## src/rtl/rr_resource_arbiter.sv

```systemverilog
// rr_resource_arbiter: round-robin owner select for one shared resource.
// Registered one-hot grant, held until release or hold timeout.
module rr_resource_arbiter #(
  parameter int N        = 4,
  parameter int HOLD_W   = 4,
  parameter int HOLD_MAX = 15,
  localparam int IDW     = $clog2(N)
) (
  input  logic           CK,
  input  logic           R,
  input  logic [N-1:0]   REQ,
  output logic [N-1:0]   GNT,
  output logic [IDW-1:0] GNT_ID,
  output logic           BUSY,
  output logic           TOUT
);

  localparam bit TO_EN = (HOLD_MAX != 0);
  localparam logic [HOLD_W-1:0] CNT_LAST =
    HOLD_W'(TO_EN ? HOLD_MAX - 1 : 0);
  localparam logic [IDW-1:0] ID_LAST = IDW'(N - 1);

  typedef enum logic {
    IDLE  = 1'b0,
    GRANT = 1'b1
  } state_t;

  state_t            state;
  state_t            state_nx;
  logic [N-1:0]      gnt;
  logic [N-1:0]      gnt_nx;
  logic [IDW-1:0]    gnt_id;
  logic [IDW-1:0]    id_nx;
  logic [IDW-1:0]    ptr;
  logic [IDW-1:0]    ptr_nx;
  logic [IDW-1:0]    win;
  logic [IDW-1:0]    cand;
  logic [IDW-1:0]    nxt;
  logic [HOLD_W-1:0] cnt;
  logic [HOLD_W-1:0] cnt_nx;
  logic              tout;
  logic              tout_nx;
  logic              found;
  logic              expire;

  // First requester at or after ptr, wrapping at N-1 so
  // non-power-of-2 N never produces an index >= N.
  always_comb begin
    found = 1'b0;
    win   = ptr;
    cand  = ptr;
    for (int k = 0; k < N; k++) begin
      if (!found && REQ[cand]) begin
        found = 1'b1;
        win   = cand;
      end
      cand = (cand == ID_LAST) ? '0 : cand + 1'b1;
    end
  end

  assign nxt    = (gnt_id == ID_LAST) ? '0 : gnt_id + 1'b1;
  assign expire = TO_EN && (cnt == CNT_LAST);

  always_ff @(posedge CK) begin
    if (R) begin
      state  <= IDLE;
      gnt    <= '0;
      gnt_id <= '0;
      ptr    <= '0;
      cnt    <= '0;
      tout   <= 1'b0;
    end else begin
      state  <= state_nx;
      gnt    <= gnt_nx;
      gnt_id <= id_nx;
      ptr    <= ptr_nx;
      cnt    <= cnt_nx;
      tout   <= tout_nx;
    end
  end

  always_comb begin
    state_nx = state;
    gnt_nx   = gnt;
    id_nx    = gnt_id;
    ptr_nx   = ptr;
    cnt_nx   = cnt;
    tout_nx  = 1'b0;
    unique case (state)
      IDLE: begin
        if (found) begin
          gnt_nx      = '0;
          gnt_nx[win] = 1'b1;
          id_nx       = win;
          cnt_nx      = '0;
          state_nx    = GRANT;
        end
      end
      GRANT: begin
        // Every exit goes through IDLE: one dead cycle on the mux.
        if (!REQ[gnt_id]) begin
          gnt_nx   = '0;
          ptr_nx   = nxt;
          state_nx = IDLE;
        end else if (expire) begin
          gnt_nx   = '0;
          ptr_nx   = nxt;
          tout_nx  = 1'b1;
          state_nx = IDLE;
        end else begin
          cnt_nx = cnt + 1'b1;
        end
      end
      default: state_nx = IDLE;
    endcase
  end

  always_comb begin
    GNT    = gnt;
    GNT_ID = gnt_id;
    BUSY   = |gnt;
    TOUT   = tout;
  end

endmodule
```

## config.mk

```make
export PLATFORM = sky130hd
export DESIGN_NAME = rr_resource_arbiter
export DESIGN_NICKNAME = d
export VERILOG_FILES = /design/src/rtl/rr_resource_arbiter.sv
export SDC_FILE = /design/constraint.sdc
export NUM_CORES = 1
export LEC_CHECK = 0
export ABC_CLOCK_PERIOD_IN_PS = 2400
export CORE_ASPECT_RATIO = 0.75
export CORE_MARGIN = 5
export CORE_UTILIZATION = 49
export DETAILED_ROUTE_END_ITERATION = 10
export PLACE_DENSITY = 0.79
export SYNTH_ARGS = -nofsm -noshare
export SYNTH_HDL_FRONTEND = slang
export SYNTH_SLANG_ARGS = --single-unit
```

## constraint.sdc

```tcl
create_clock -name CK -period 2.4 [get_ports CK]
set_input_delay 0.48 -clock CK [delete_from_list [all_inputs] [get_ports CK]]
set_output_delay 0.48 -clock CK [all_outputs]
set_load 0.05 [all_outputs]
```

==> reports/results.ini, run 1 <==
[synthesis]
yosysTopAreaCellShare_pct=24.8
ys_ff_latch=14
netlist_area_um2=1130
syn_area_per_cell_um2=8.64
syn_nets=141
yosysWarnings=0
ys_types=52
ys_seq_area_share_pct=24.8
yosysTopAreaCell=dfxtp_1
synth_area_leaders=dfxtp_1, mux2i_1, nor2_1
synth_edf_count=0
netlist_instances=131
async_reset_ff_share_pct=0
synthFlopType=dfxtp_1

[clocking]
cts-root-buf=clkbuf_4
cts_sinks=14
clk_latency_ps=280
path_clk_slew_ps=80
tritoncts=built
htreeDepth=1
cts_buffers=3
clock_path_buffers=2

[finish]
antenna_cells=0
layout.nets=174
drive_above_1_share_pct=36.2
area_growth_pct=38.0
fin_area_um2=1560
finalNonFillerCells=188
final_util_pct=69.4

[timing]
fin_crit_sh_pct=99.1
fmax_mhz=421
relSlewSlack_pct=65.7
holdWs_ps=473
finalSetupViolations=0
finalCriticalPeriod_ps=2380
fin_skew_ps=5.77
finalHoldViolCount=0
slew_viol_final=0
worstMarginPinSlew_ps=513

[route]
vias_per_cell=6.34
ant_nets=0
vias=1191
wl_met3_um=283
routedLengthMet1_mm=1.39
drc=0
firstDrtPassIters=4
wl_met2_mm=1.44
drt_iter0_drc=84
routed_wl_mm=3.23
wl_per_cell_um=17.2
highest_layer=met4

[global_routing]
antenna_found_initial=0
grt_overflow=0
grt_max_degree=28
grt_pass1_vias=1170
grt_pass1_wl_mm=5.13
grt_use_total_pct=19.5

[place]
place_congestion=0.863
dp_hpwl_mm=2.22
placed_area_um2=1380
place_inst=180
numPortBuffers=13

[min_path]
hp-class=reg -> reg
whs_path_depth=2

[power]
p_int_uw=1040
switching_share_pct=46.6
p_switching_uw=904
share_seq_of_total_power_pct=18.7
worst_ir_drop_vdd_mv=0.820
p_comb_share_pct=72.7
leakage_uw=0.000620
pwr-share-clk_pct=8.6
power.density_nw_per_um2=1240

[die]
num_rows=15
dieArea_um2=3380
core_area_um2=2250
die_h_um=51.6
start_util_pct=50.3
io_pins=14
die_w_um=65.5

[setup_path]
critPathArrivalTime_ps=2580
critPathKind=reg -> reg
worstPathMaxFanout=6
critPathLaunchType=flip-flop
rr_worst_depth=10
critical_path.endpoint_type=flip-flop
cp.required_ps=2610

[status]
outcome=complete, no violations

[job]
cap_violations=0

==> logic make-up after synthesis <==
| logic type | Yosys count | synth area share, % |
|---|---|---|
| AOI/OAI and AO/OA | 33 | 21.9 |
| xor gates and xnor gates | 3 | 2.32 |
| adders and majority gates | 4 | 4.42 |
| buffers and inverters | 14 | 8.73 |
| DFF | 14 | 24.8 |
| muxes | 11 | 12.0 |
| and+or+nand+nor | 52 | 25.9 |
==> state kept, by name (all words and copies together), names as in the netlist <==
name / count
cnt: 4
GNT_ID: 2
TOUT: 1
GNT: 4
state: 1
ptr: 2
==> layout make-up <==
| type | instances | area [µm²] |
|---|---|---|
| flip-flops and latches | 14 | 283 |
| multi-input cells | 103 | 853 |
| well taps | 25 | 31.3 |
| fillers | 165 | 689 |
| clock buffers | 4 | 36.3 |
| inverters | 2 | 7.51 |
| repair buffers | 40 | 352 |
==> worst max-delay path: stages (launching register included) <==
cell,delay [ps]
dfxtp_2,340
ha_4,320
buf_4,160
nor2_1,60
a221oi_2,330
o2bb2ai_2,130
buf_4,150
and2_2,200
o21a_1,200
a21oi_2,210
nor3b_2,210
==> power by group through the flow <==
stage | Combinational [µW] | Sequential [µW] | Clock, µW
final | 1410 | 363 | 166
after global routing | 1500 | 374 | 179
after CTS | 1210 | 360 | 171
after detailed placement | 1170 | 359 | 0
after global placement | 1130 | 354 | 0
after floorplan | 696 | 472 | 0
==> cells in the mapped netlist (2+ instances only) <==
master	number
a21oi_1	3
a221oi_1	2
a31oi_1	3
a32oi_1	2
and2_1	2
buf_2	4
buf_4	2
buf_6	3
clkbuf_1	2
dfxtp_1	14
ha_1	4
inv_1	2
mux2i_1	8
mux4_2	2
nand2_1	10
nand3_1	2
nand3b_1	2
nor2_1	15
nor3_1	6
o21a_1	2
o21ai_0	3
o21bai_1	2
o31ai_1	4
or3b_1	2
xor2_1	3
==> cell usage in the layout, fill, tap and decap left out, types with 3 or more instances in the layout <==
cell             Yosys  final
clkbuf_4             0      3
clkdlybuf4s50_1      0      9
a31oi_1              3      3
nor2_1              15     15
nand2_1             10     10
mux2i_1              8      6
ha_1                 4      3
dfxtp_1             14     12
buf_4                2     25
o31ai_1              4      3
a21oi_1              3      3
o21ai_0              3      3
nor3_1               6      6
==> layer usage <==
| layer | up-vias | track usage [%] |
|---|---|---|
| met5 | - | 0 |
| met4 | 0 | 6.55 |
| met3 | 12 | 7.78 |
| met2 | 70 | 30.9 |
| met1 | 549 | 24.1 |
| li1 | 560 | - |
==> through the flow <==
| step | TNS [ps] | setup WS [ps] | power [µW] |
|---|---|---|---|
| 5_1_grt | -113 | -63.6 | 2050 |
| 6_report | 0 | 22.4 | 1940 |
| 2_1_floorplan | 0 | 177 | 1170 |
| 3_3_place_gp | -1770 | -343 | 1480 |
| 4_1_cts | 0 | 3.86 | 1740 |
| 3_5_place_dp | -2770 | -406 | 1530 |
==> repair_timing <==
item,4_1_cts,5_1_grt
hold buffers,0,0
setup endpoints to repair,8,6
buffers inserted,1,3
pin swaps,1,5
gates resized for setup,7,21
==> final timing paths <==
check                           end           startpoint  slack (ps)
max          GNT_ID[0]$_SDFFE_PP0P_  ptr[0]$_SDFFE_PP0P_          20
min             GNT[0]$_SDFFE_PP0P_  GNT[0]$_SDFFE_PP0P_         470
max reg2reg  GNT_ID[0]$_SDFFE_PP0P_  ptr[0]$_SDFFE_PP0P_          20
min reg2reg     GNT[0]$_SDFFE_PP0P_  GNT[0]$_SDFFE_PP0P_         470
Note: power is estimated with default switching activity, not from simulation.
==> inputs of run 2 (changes only) <==
Settings changed: PLACE_DENSITY 0.79 to 0.75.
==> run 2 against run 1 <==
Fmax grew 1.6%. Utilization shrank 3.6 points. Power shrank 7.9%. Sequential cell count is the same. Cell count shrank 2.1%. Critical endpoint is now GNT[2]$_SDFFE_PP0P_.
==> reports/results.ini, run 2 (synthesis gave the netlist of run 1 again) <==
[min_path]
hp-class=reg -> reg  ; unchanged

[job]
cap_violations=0  ; unchanged

[finish]
final_common_cell=buf_4  ; unchanged
fin_area_um2=1480  ; was 1560 µm²
layout.nets=170  ; was 174
area_growth_pct=30.8  ; was 38.0%
nFillCells=191  ; was 165
finalNonFillerCells=184  ; was 188
drive_above_1_share_pct=29.6  ; was 36.2%
antenna_cells=0  ; unchanged
layout_common_cells=buf_4, nor2_1, dfxtp_1  ; unchanged

[route]
firstDrtPassIters=4  ; unchanged
wl_per_cell_um=16.1  ; was 17.2 µm
vias=1121  ; was 1191
drc=0  ; unchanged
vias_per_cell=6.09  ; was 6.34
ant_nets=0  ; unchanged
routedLengthMet1_mm=1.45  ; was 1.39 mm
wl_met2_mm=1.31  ; was 1.44 mm
wl_met3_um=161  ; was 283 µm
highest_layer=met4  ; unchanged
routed_wl_mm=2.97  ; was 3.23 mm
drt_iter0_drc=58  ; was 84

[clocking]
cts_sinks=14  ; unchanged
htreeDepth=1  ; unchanged
tritoncts=built  ; unchanged
clk_latency_ps=290  ; was 280 ps
cts_hold_buf=0  ; unchanged
cts-root-buf=clkbuf_4  ; unchanged
cts_buffers=3  ; unchanged
clock_path_buffers=2  ; unchanged
path_clk_slew_ps=90  ; was 80 ps

[place]
numPortBuffers=13  ; unchanged
pre_cts_slack_ps=-368  ; was -406 ps
placed_area_um2=1360  ; was 1380 µm²
place_congestion=0.950  ; was 0.863
dp_hpwl_mm=2.14  ; was 2.22 mm
place_inst=178  ; was 180

[power]
power.density_nw_per_um2=1210  ; was 1240 nW/µm²
totalPowerFinal_uw=1790  ; was 1940 µW
leakage_uw=0.000600  ; was 0.000620 µW
worst_ir_drop_vdd_mv=0.739  ; was 0.820 mV

[setup_path]
critPathMaxStageDelay_ps=450  ; was 340 ps
critical_path.endpoint_type=flip-flop  ; unchanged
path_cells=ha_4, xor2_1, or3b_1, a21o_1, a32oi_2, nor4b_4, a21oi_2, o31ai_1  ; was ha_4, buf_4, nor2_1, a221oi_2, o2bb2ai_2, buf_4, and2_2, o21a_1, a21oi_2, nor3b_2
worstPathMaxFanout=8  ; was 6
critPathKind=reg -> reg  ; unchanged
critPathArrivalTime_ps=2550  ; was 2580 ps
crit_slowest_cell=or3b_1  ; was dfxtp_2
critPathLaunchType=flip-flop  ; unchanged
cp.required_ps=2610  ; about the same

[die]
die_w_um=65.5  ; unchanged
core_area_um2=2250  ; unchanged
die_h_um=51.6  ; unchanged
dieArea_um2=3380  ; unchanged
start_util_pct=50.3  ; unchanged
io_pins=14  ; unchanged
num_rows=15  ; unchanged

[timing]
fmax_mhz=427  ; was 421 MHz
finalSetupViolations=0  ; unchanged
finalHoldViolCount=0  ; unchanged
worstMarginPinSlew_ps=503  ; was 513 ps
fin_skew_ps=4.21  ; was 5.77 ps
relSlewSlack_pct=66.3  ; was 65.7%
finalCriticalPeriod_ps=2340  ; was 2380 ps
slew_viol_final=0  ; unchanged
fin_crit_sh_pct=97.5  ; was 99.1%
setup_ws_ps=60.8  ; was 22.4 ps

[global_routing]
antenna_found_initial=0  ; unchanged
grt_pass1_wl_mm=5.01  ; was 5.13 mm
grt_overflow=0  ; unchanged
grt_max_degree=28  ; unchanged
grt_use_total_pct=18.8  ; was 19.5%
grt_pass1_vias=1064  ; was 1170

[status]
outcome=complete, no violations  ; unchanged

## run 2: what timing repair did
action,CTS,global route
pin swaps,0,3
gates resized for setup,4,12
endpoints found under the setup margin,6,8
setup buffers,0,2
## run 2: where the power goes
part	total (µW)	switching, µW	leakage [µW]	internal [µW]
Combinational	1260	699	0.000464	558
Sequential	359	67.3	0.000115	292
Clock	172	79.6	0.0000210	92.5
## run 2: path summary, 6_finish.rpt
path | slack (ps) | startpoint | end | depth (start not counted)
min reg2reg | 480 | GNT[0]$_SDFFE_PP0P_ | GNT[0]$_SDFFE_PP0P_ | 2
min | 480 | GNT[0]$_SDFFE_PP0P_ | GNT[0]$_SDFFE_PP0P_ | 2
max | 60 | ptr[0]$_SDFFE_PP0P_ | GNT[2]$_SDFFE_PP0P_ | 8
max reg2reg | 60 | ptr[0]$_SDFFE_PP0P_ | GNT[2]$_SDFFE_PP0P_ | 8
## run 2: metal layers
metal / global-route usage (%) / vias to the layer above
met4: 4.14 / 0
li1: - / 547
met2: 28.9 / 31
met1: 25.8 / 534
met3: 5.83 / 9
met5: 0 / -
## run 2: critical path, delay by kind of cell, from the launching register on
family / cells / cell delay (ps)
xor+xnor: 1 / 190
compound gates: 4 / 740
fa+ha+maj: 1 / 290
simple gates: 2 / 700
flops: 1 / 340
## run 2: through the flow
step,utilization (%),hold WS [ps],setup TNS [ps]
6_report,65.8,476,0
5_1_grt,65.8,507,-79.2
4_1_cts,62.8,481,0
3_5_place_dp,60.4,468,-2280
3_3_place_gp,60.4,464,-1440
2_1_floorplan,-,468,0
## run 2: area by class of cell
class	count	area (µm²)	share of cell area, %
well taps	25	31.3	2.11
multi-input cells	103	816	55.1
inverters	2	7.51	0.507
flip-flops and latches	14	282	19.0
repair buffers	36	309	20.9
clock buffers	4	36.3	2.45
==> inputs of run 3 (changes only) <==
Settings changed: CORE_MARGIN 5 to 2.
==> run 3 against run 2 <==
Sequential cell count is the same. Combinational power grew 4%. Wire length shrank 3.7%. Count of clock-buffer cells in the layout is the same. Sequential share of layout area shrank 0.63 points. Via count shrank 0.54%. Cell count grew 0.54%. Critical path type is now in -> reg. Worst setup slack lost 9.8 ps.
==> reports/results.ini, run 3 (synthesis gave the netlist of run 1 again) <==
[place]
numPortBuffers=13  ; unchanged
pre_cts_slack_ps=-363  ; was -368 ps
place_inst=180  ; was 178
dp_hpwl_mm=2.02  ; was 2.14 mm
place_congestion=0.904  ; was 0.950

[power]
worst_ir_drop_vdd_mv=0.850  ; was 0.739 mV
power.density_nw_per_um2=1210  ; about the same
leakage_uw=0.000607  ; was 0.000600 µW

[timing]
timing.setup.tns_ps=0  ; unchanged
fin_skew_ps=3.35  ; was 4.21 ps
holdWs_ps=484  ; was 476 ps
slew_viol_final=0  ; unchanged
setup_ws_ps=51.0  ; was 60.8 ps
fin_crit_sh_pct=97.9  ; was 97.5%
finalCriticalPeriod_ps=2350  ; was 2340 ps
finalHoldViolCount=0  ; unchanged
finalSetupViolations=0  ; unchanged
fmax_mhz=426  ; was 427 MHz
relSlewSlack_pct=63.1  ; was 66.3%
worstMarginPinSlew_ps=552  ; was 503 ps

[route]
drt_iter0_drc=36  ; was 58
firstDrtPassIters=4  ; unchanged
vias=1115  ; was 1121
vias_per_cell=6.03  ; was 6.09
drc=0  ; unchanged
ant_nets=0  ; unchanged
routed_wl_mm=2.86  ; was 2.97 mm
wl_per_cell_um=15.5  ; was 16.1 µm

[global_routing]
busiest_layer=met1  ; was met2
grt_use_met2_pct=31.2  ; was 28.9%
grt_util_met1_pct=33.3  ; was 25.8%
grt_pass1_vias=926  ; was 1064
global_route.usage.met3_pct=5.97  ; was 5.83%
grt_max_degree=28  ; unchanged
grt_overflow=0  ; unchanged
grt_use_total_pct=21.6  ; was 18.8%
grt_pass1_wl_mm=4.38  ; was 5.01 mm
antenna_found_initial=0  ; unchanged

[status]
outcome=complete, no violations  ; unchanged

[clocking]
clk_latency_ps=280  ; was 290 ps
cts_hold_buf=0  ; unchanged
path_clk_slew_ps=90  ; about the same
cts_sinks=14  ; unchanged
cts-root-buf=clkbuf_4  ; unchanged
clock_path_buffers=2  ; unchanged
htreeDepth=1  ; unchanged
tritoncts=built  ; unchanged
cts_buffers=3  ; unchanged

[setup_path]
worstPathMaxFanout=7  ; was 8
critPathArrivalTime_ps=2550  ; about the same
critPathLaunchType=primary input  ; was flip-flop
critPathKind=in -> reg  ; was reg -> reg
critical_path.endpoint_type=flip-flop  ; unchanged
cp.required_ps=2600  ; was 2610 ps

[die]
io_pins=14  ; unchanged
start_util_pct=50.3  ; unchanged
dieArea_um2=2720  ; was 3380 µm²
die_w_um=59.5  ; was 65.5 µm
num_rows=15  ; unchanged
core_area_um2=2250  ; unchanged
die_h_um=45.6  ; was 51.6 µm

[job]
cap_violations=0  ; unchanged

[finish]
final_util_pct=67.7  ; was 65.8%
antenna_cells=0  ; unchanged
drive_above_1_share_pct=31.3  ; was 29.6%
layout.nets=171  ; was 170
finalNonFillerCells=185  ; was 184
nFillCells=167  ; was 191
layout_common_cells=buf_4, dfxtp_1, nor2_1  ; was buf_4, nor2_1, dfxtp_1
final_common_cell=buf_4  ; unchanged
area_growth_pct=34.7  ; was 30.8%

[min_path]
hp-class=reg -> reg  ; unchanged

[run 3: cell type report]
class / instances / area [µm²] / share of cell area [%]
clock buffer: 4 / 36.3 / 2.38
inverter: 2 / 7.51 / 0.492
multi-input combinational: 103 / 848 / 55.6
sequential: 14 / 280 / 18.4
tap: 25 / 31.3 / 2.05
timing repair buffer: 37 / 322 / 21.1
[run 3: routing by layer]
layer  vias up  wire [µm]
met5         -          0
met4         0         10
met3         2        224
met2        47       1300
met1       518       1330
li1        548          -
[run 3: critical path, cell delays in order]
cell	delay, ps
clkdlybuf4s50_1	450
buf_6	160
mux4_2	520
nor2_2	150
a21oi_4	90
or4b_2	610
o31ai_1	80
[run 3: path summary, 6_finish.rpt]
path	startpoint	end	slack [ps]	depth (start not counted)
max reg2reg	ptr[0]$_SDFFE_PP0P_	GNT[1]$_SDFFE_PP0P_	50	8
max	REQ[0]	GNT[1]$_SDFFE_PP0P_	50	7
min	GNT[2]$_SDFFE_PP0P_	GNT[2]$_SDFFE_PP0P_	480	2
min reg2reg	GNT[2]$_SDFFE_PP0P_	GNT[2]$_SDFFE_PP0P_	480	2
[run 3: repair_timing]
item / in CTS / in global routing
pin swaps: 0 / 4
buffers inserted: 0 / 1
endpoints found under the setup margin: 4 / 11
resized for setup: 3 / 17
[run 3: power breakdown]
group          leakage (µW)  switching (µW)  total, µW  internal (µW)
combinational      0.000471             721       1310            592
clock             0.0000210            79.1        172           92.4
sequential         0.000114            68.5        359            291
[run 3: per-stage QoR]
stage	cell area, µm²	power [µW]
after floorplan	1130	1170
after global routing	1530	1960
after detailed placement	1380	1500
after global placement	1380	1480
after CTS	1420	1680
final	1530	1840
